File: src/rtl/clk_div_bank.sv
// Multi-channel programmable clock-divider bank: NUM_CH divided square waves
// with rising-edge tick enables, glitch-free re-configuration and global resync.

module clk_div_ch #(
  parameter int DIV_W    = 16,
  parameter int DEF_DIV  = 1,
  parameter bit INIT_LVL = 1'b1
) (
  input  logic             clk,
  input  logic             rst,
  input  logic             en,
  input  logic             sync,
  input  logic             wr,
  input  logic [DIV_W-1:0] wdiv,
  input  logic [DIV_W-1:0] wphase,
  output logic             clk_out,
  output logic             tick,
  output logic             commit
);
  logic [DIV_W-1:0] div_q, phase_q, pdiv_q, pphase_q, cnt_q;
  logic             pend_q, en_q;
  logic             load, wrap, take_wr, take_pend;
  logic [DIV_W-1:0] cur_e, div_n, phase_n, div_e, ph_e;

  always_comb begin
    cur_e     = (div_q == '0) ? DIV_W'(1) : div_q;
    // enable rising edge behaves exactly like a sync for this lane
    load      = en && (sync || !en_q);
    wrap      = en && !load && (cnt_q >= cur_e - DIV_W'(1));
    take_wr   = load && wr;
    take_pend = pend_q && !take_wr && (!en || load || wrap);
    commit    = take_wr || take_pend;
    div_n     = take_wr ? wdiv   : (take_pend ? pdiv_q   : div_q);
    phase_n   = take_wr ? wphase : (take_pend ? pphase_q : phase_q);
    div_e     = (div_n == '0) ? DIV_W'(1) : div_n;
    ph_e      = (phase_n >= div_e) ? div_e - DIV_W'(1) : phase_n;
  end

  always_ff @(posedge clk) begin
    if (rst) begin
      div_q    <= DIV_W'(DEF_DIV);
      phase_q  <= '0;
      pdiv_q   <= '0;
      pphase_q <= '0;
      pend_q   <= 1'b0;
      en_q     <= 1'b0;
      cnt_q    <= '0;
      clk_out  <= INIT_LVL;
      tick     <= 1'b0;
    end else begin
      div_q   <= div_n;
      phase_q <= phase_n;
      en_q    <= en;
      if (commit) pend_q <= 1'b0;
      // a write not consumed by a load lands in pending (overwriting any older one)
      if (wr && !take_wr) begin
        pend_q   <= 1'b1;
        pdiv_q   <= wdiv;
        pphase_q <= wphase;
      end
      if (!en) begin
        cnt_q   <= '0;
        clk_out <= INIT_LVL;
        tick    <= 1'b0;
      end else if (load) begin
        cnt_q   <= ph_e;
        clk_out <= INIT_LVL;
        tick    <= 1'b0;
      end else if (wrap) begin
        cnt_q   <= '0;
        clk_out <= ~clk_out;
        tick    <= ~clk_out;
      end else begin
        cnt_q   <= cnt_q + DIV_W'(1);
        tick    <= 1'b0;
      end
    end
  end
endmodule

module clk_div_bank #(
  parameter  int NUM_CH   = 6,
  parameter  int DIV_W    = 16,
  parameter  int DEF_DIV  = 1,
  parameter  bit INIT_LVL = 1'b1,
  localparam int CH_W     = (NUM_CH > 1) ? $clog2(NUM_CH) : 1
) (
  input  logic              clk,
  input  logic              rst,
  input  logic [NUM_CH-1:0] ch_en,
  input  logic              cfg_we,
  input  logic [CH_W-1:0]   cfg_ch,
  input  logic [DIV_W-1:0]  cfg_div,
  input  logic [DIV_W-1:0]  cfg_phase,
  input  logic              sync_start,
  output logic [NUM_CH-1:0] clk_out,
  output logic [NUM_CH-1:0] tick,
  output logic              cfg_ack
);
  logic [NUM_CH-1:0] hit, commit;

  // out-of-range cfg_ch matches no lane, so such writes vanish silently
  for (genvar i = 0; i < NUM_CH; i++) begin : g_ch
    assign hit[i] = cfg_we && (cfg_ch == CH_W'(i));
    clk_div_ch #(
      .DIV_W   (DIV_W),
      .DEF_DIV (DEF_DIV),
      .INIT_LVL(INIT_LVL)
    ) u_ch (
      .clk    (clk),
      .rst    (rst),
      .en     (ch_en[i]),
      .sync   (sync_start),
      .wr     (hit[i]),
      .wdiv   (cfg_div),
      .wphase (cfg_phase),
      .clk_out(clk_out[i]),
      .tick   (tick[i]),
      .commit (commit[i])
    );
  end

  always_ff @(posedge clk) begin
    if (rst) cfg_ack <= 1'b0;
    else     cfg_ack <= |commit;
  end
endmodule
File: config.mk
export PLATFORM = sky130hd
export DESIGN_NAME = clk_div_bank
export DESIGN_NICKNAME = d
export VERILOG_FILES = /design/src/rtl/clk_div_bank.sv
export SDC_FILE = /design/constraint.sdc
export NUM_CORES = 2
export LEC_CHECK = 0
export ABC_CLOCK_PERIOD_IN_PS = 8850
export CORE_MARGIN = 2
export CORE_UTILIZATION = 50
export CTS_CLUSTER_SIZE = 25
export DETAILED_ROUTE_END_ITERATION = 8
export HOLD_SLACK_MARGIN = 0.08
export PLACE_DENSITY = 0.67
export SETUP_SLACK_MARGIN = 0.02
export SYNTH_ARGS = -nofsm -noshare
export SYNTH_HDL_FRONTEND = slang
export SYNTH_HIERARCHICAL = 1
export SYNTH_SLANG_ARGS = --single-unit
File: constraint.sdc
create_clock -name clk -period 8.85 [get_ports clk]
set_clock_uncertainty 0.15 [all_clocks]
set_input_delay 2.2125 -clock clk [delete_from_list [all_inputs] [get_ports clk]]
set_output_delay 2.2125 -clock clk [all_outputs]
set_load 0.01 [all_outputs]
==> results by group <==
Layout
  • Most common cell after layout, fill and taps aside: nand2_1
  • Nets: 4093
  • ANT cells: 0
  • FILL cells: 5638
  • Area Growth Syn to Fin: 10.3%
  • Share of post-route cells with drive strength above 1: 0.0851
  • Finished Layout Cells: 4670
  • Design area: 34100 µm²
  • Most frequent cells in the layout: 671 x nand2_1, 505 x dfxtp_1, 346 x nor2_1

Die
  • Die Wd: 253 µm
  • Die H: 253 µm
  • Core box area: 61400 µm²
  • I/O pin cnt: 58
  • Starting Density: 0.504
  • Cell row count: 91
  • Die outline area: 63800 µm²

Clocking
  • Cts repair resizes: 0
  • TritonCTS clock tree: built
  • Hold bufs inserted after CTS: 0
  • CTS clk-pin slew, worst paths: 70 ps
  • H-tree levels: 2
  • Clock buffer count from CTS: 54
  • Root buffer cell: clkbuf_16
  • Post-CTS setup buffer count: 0
  • Worst skew pair latency: 620 ps
  • TritonCTS Sinks: 505
  • Longest Clk Path Bufs: 3

Hold path
  • Hold WC Path Type: flip-flop to flip-flop

Placed design
  • Placed Cells: 4572
  • GP Congestion: 0.986
  • Port Buffers: 57
  • HPWL after detailed placement: 68900 µm
  • Placed Area: 32300 µm²

Power and ir drop
  • PwrDens: 160 nW/µm²
  • P_leak: 14.0 nW
  • Maximum vdd drop: 127 µV

Worst setup path
  • Critical Path Fanout Max: 14
  • Timing endpoint of the critical path: g_ch[2].u_ch/cnt_q[13]
  • R2r endpoint: g_ch[2].u_ch/cnt_q[13]
  • CP Data Arrival Time: 8640 ps
  • Critical Path Max Stage Delay: 630 ps
  • Reg-to-Reg Start: g_ch[2].u_ch/div_q[5]
  • CP Capture Type: flip-flop
  • Setup CP Type: flip-flop to flip-flop
  • CP Launch Type: flip-flop
  • FF-to-FF path depth: 32
  • Instance count on the critical path: 32
  • Dominant delay contributor by cell family on the critical path: simple AND/OR/NAND/NOR gates
  • Slowest stage cell on the critical path: o22ai_1
  • Worst EP required: 9210 ps
  • CP Launch Point: g_ch[2].u_ch/div_q[5]
  • R2r setup slk: 570 ps
  • Buf/Inv on CP: 2

Logic synthesis
  • Distinct cells, synth: 110
  • Top FF cell, synth: dfxtp_1
  • Post-synth EDFFs: 0
  • Post-synthesis instance area: 30900 µm²
  • Mapped Cells: 3843
  • Register area share after synthesis: 0.327
  • Register bit total from synthesis: 505
  • Synthesized area per cell: 8.05 µm²
  • Ys async rst share: 0
  • Syn_nets: 4098
  • Synth Warn #: 6

Detailed routing
  • Vias: 27500
  • DR iter-0 viols: 2708
  • Routed WL: 94900 µm
  • Routed WL per cell: 20.3 µm
  • First-pass iteration count of the detailed router: 5
  • # DRC: 0
  • Post-route ant nets: 0
  • Vias per cell: 5.90

Global routing
  • Vias in the first global route: 25200
  • Pin count of the biggest net entering global routing: 188
  • Initial antenna violation count: 1
  • Gr usage total: 0.292
  • Global-route wire length before repair: 147000 µm
  • GRT overflow: 0

Timing
  • RSZ-0062 raised after global routing: false
  • Fin crit period: 8280 ps
  • Setup violators final: 0
  • Final Hold Fails: 0
  • Fin crit share: 0.936
  • Setup TNS: 0 ps
  • Worst-Margin Slew: 1230 ps
  • Fmax: 0.121 GHz
  • Relative slew slack: 0.178
  • Max-slew violations: 0

Job
  • Max-cap violation count: 0

Run status
  • Status: complete, no violations
final cells by class:
type                    count  area (µm²)  area share
clock buffers              78        1630      0.0476
clock inverters            20         236     0.00693
inverters                 123         462      0.0135
multi-input cells        3013       19500       0.571
flip-flops and latches    505       10100       0.296
well taps                 790         988      0.0290
repair buffers            141        1230      0.0361
power breakdown:
| part | switching (mW) | internal [mW] | total, mW |
|---|---|---|---|
| Clock | 0.963 | 1.42 | 2.38 |
| Combinational | 0.476 | 0.264 | 0.740 |
| Sequential | 0.0334 | 2.31 | 2.34 |
synthesized netlist by cell type (20+ instances only):
library cell    n  area (µm²)
a22oi_1        40         300
nor2_1        346        1300
clkbuf_1      162         608
o22ai_1        57         357
a211oi_1       20         150
ha_1          210        2630
dfxtp_1       505       10100
nor4_1         26         163
o21ai_1        84         420
inv_2          20        75.1
xor2_1         82         718
a31oi_1        30         188
o21ai_0        66         330
and3_1         38         238
mux2_2         23         259
nor3_1         61         305
nor2b_1        68         425
xnor2_1       120        1050
nand2b_1       39         244
and2_1         38         238
or3_1          20         125
a21oi_1       327        1640
mux2i_1       162        1620
nand3_1       103         515
nand4_1        34         213
nand2_1       671        2520
o21a_1         26         195
inv_1         102         383
per-layer routing:
| metal | global-route usage | wire length (µm) | up-vias | share of wire |
|---|---|---|---|---|
| li1 | - | - | 13500 | - |
| met1 | 0.432 | 44700 | 12900 | 0.47 |
| met2 | 0.443 | 40900 | 1000 | 0.43 |
| met3 | 0.0369 | 6780 | 137 | 0.071 |
| met4 | 0.0803 | 2550 | 0 | 0.027 |
| met5 | 0 | 0 | - | 0 |
per-stage QoR:
step                hold slack (ps)  setup WS, ps  utilization  total power [mW]
CTS                             303           719        0.556              5.47
detailed placement              295           427        0.526              3.12
global placement                288           575        0.526              3.11
finish                          304           567        0.556              5.46
floorplan                       282          1870            -              2.86
global route                    319          26.0        0.556              5.65
logic make-up (layout without fill, tap and decap cells):
logic type	after synthesis	after routing	synth area share
multiplexers	209	209	0.0743
adder cells (fa/ha/maj)	210	210	0.0850
buffers and inverters	325	362	0.0441
AND/OR/NAND/NOR	1542	1542	0.234
flip-flops	505	505	0.327
AO/OA/AOI/OAI	850	850	0.178
XOR/XNOR	202	202	0.0572
worst reg2reg max path: cells and delay by family (launching register included):
kind / cells / cell delay (ps)
XOR/XNOR: 1 / 130
buffers and inverters: 2 / 520
AND/OR/NAND/NOR: 14 / 2990
adder cells (fa/ha/maj): 3 / 750
AO/OA/AOI/OAI: 10 / 2520
multiplexers: 2 / 730
flip-flops: 1 / 370
registers in the layout (all words and copies together), names as in the netlist:
signal / count
g_ch.u_ch/cnt_q: 96
g_ch.u_ch/div_q: 96
g_ch.u_ch/pdiv_q: 96
g_ch.u_ch/phase_q: 96
g_ch.u_ch/pphase_q: 96
g_ch.u_ch/clk_out: 6
g_ch.u_ch/en_q: 6
g_ch.u_ch/pend_q: 6
g_ch.u_ch/tick: 6
cfg_ack: 1
how the worst min path moves through the flow:
stage                                        start                       end  slack [ps]  depth (start not counted)
after detailed placement    g_ch[3].u_ch/pdiv_q[7]    g_ch[3].u_ch/pdiv_q[7]         290                          2
after CTS                   g_ch[3].u_ch/pdiv_q[7]    g_ch[3].u_ch/pdiv_q[7]         300                          2
final                       g_ch[3].u_ch/pdiv_q[7]    g_ch[3].u_ch/pdiv_q[7]         300                          2
after global routing      g_ch[3].u_ch/pphase_q[1]  g_ch[3].u_ch/pphase_q[1]         320                          2
after floorplan            g_ch[0].u_ch/pdiv_q[11]   g_ch[0].u_ch/pdiv_q[11]         280                          2
after global placement      g_ch[3].u_ch/pdiv_q[6]    g_ch[3].u_ch/pdiv_q[6]         290                          2
Note: power is estimated with default switching activity, not from simulation.
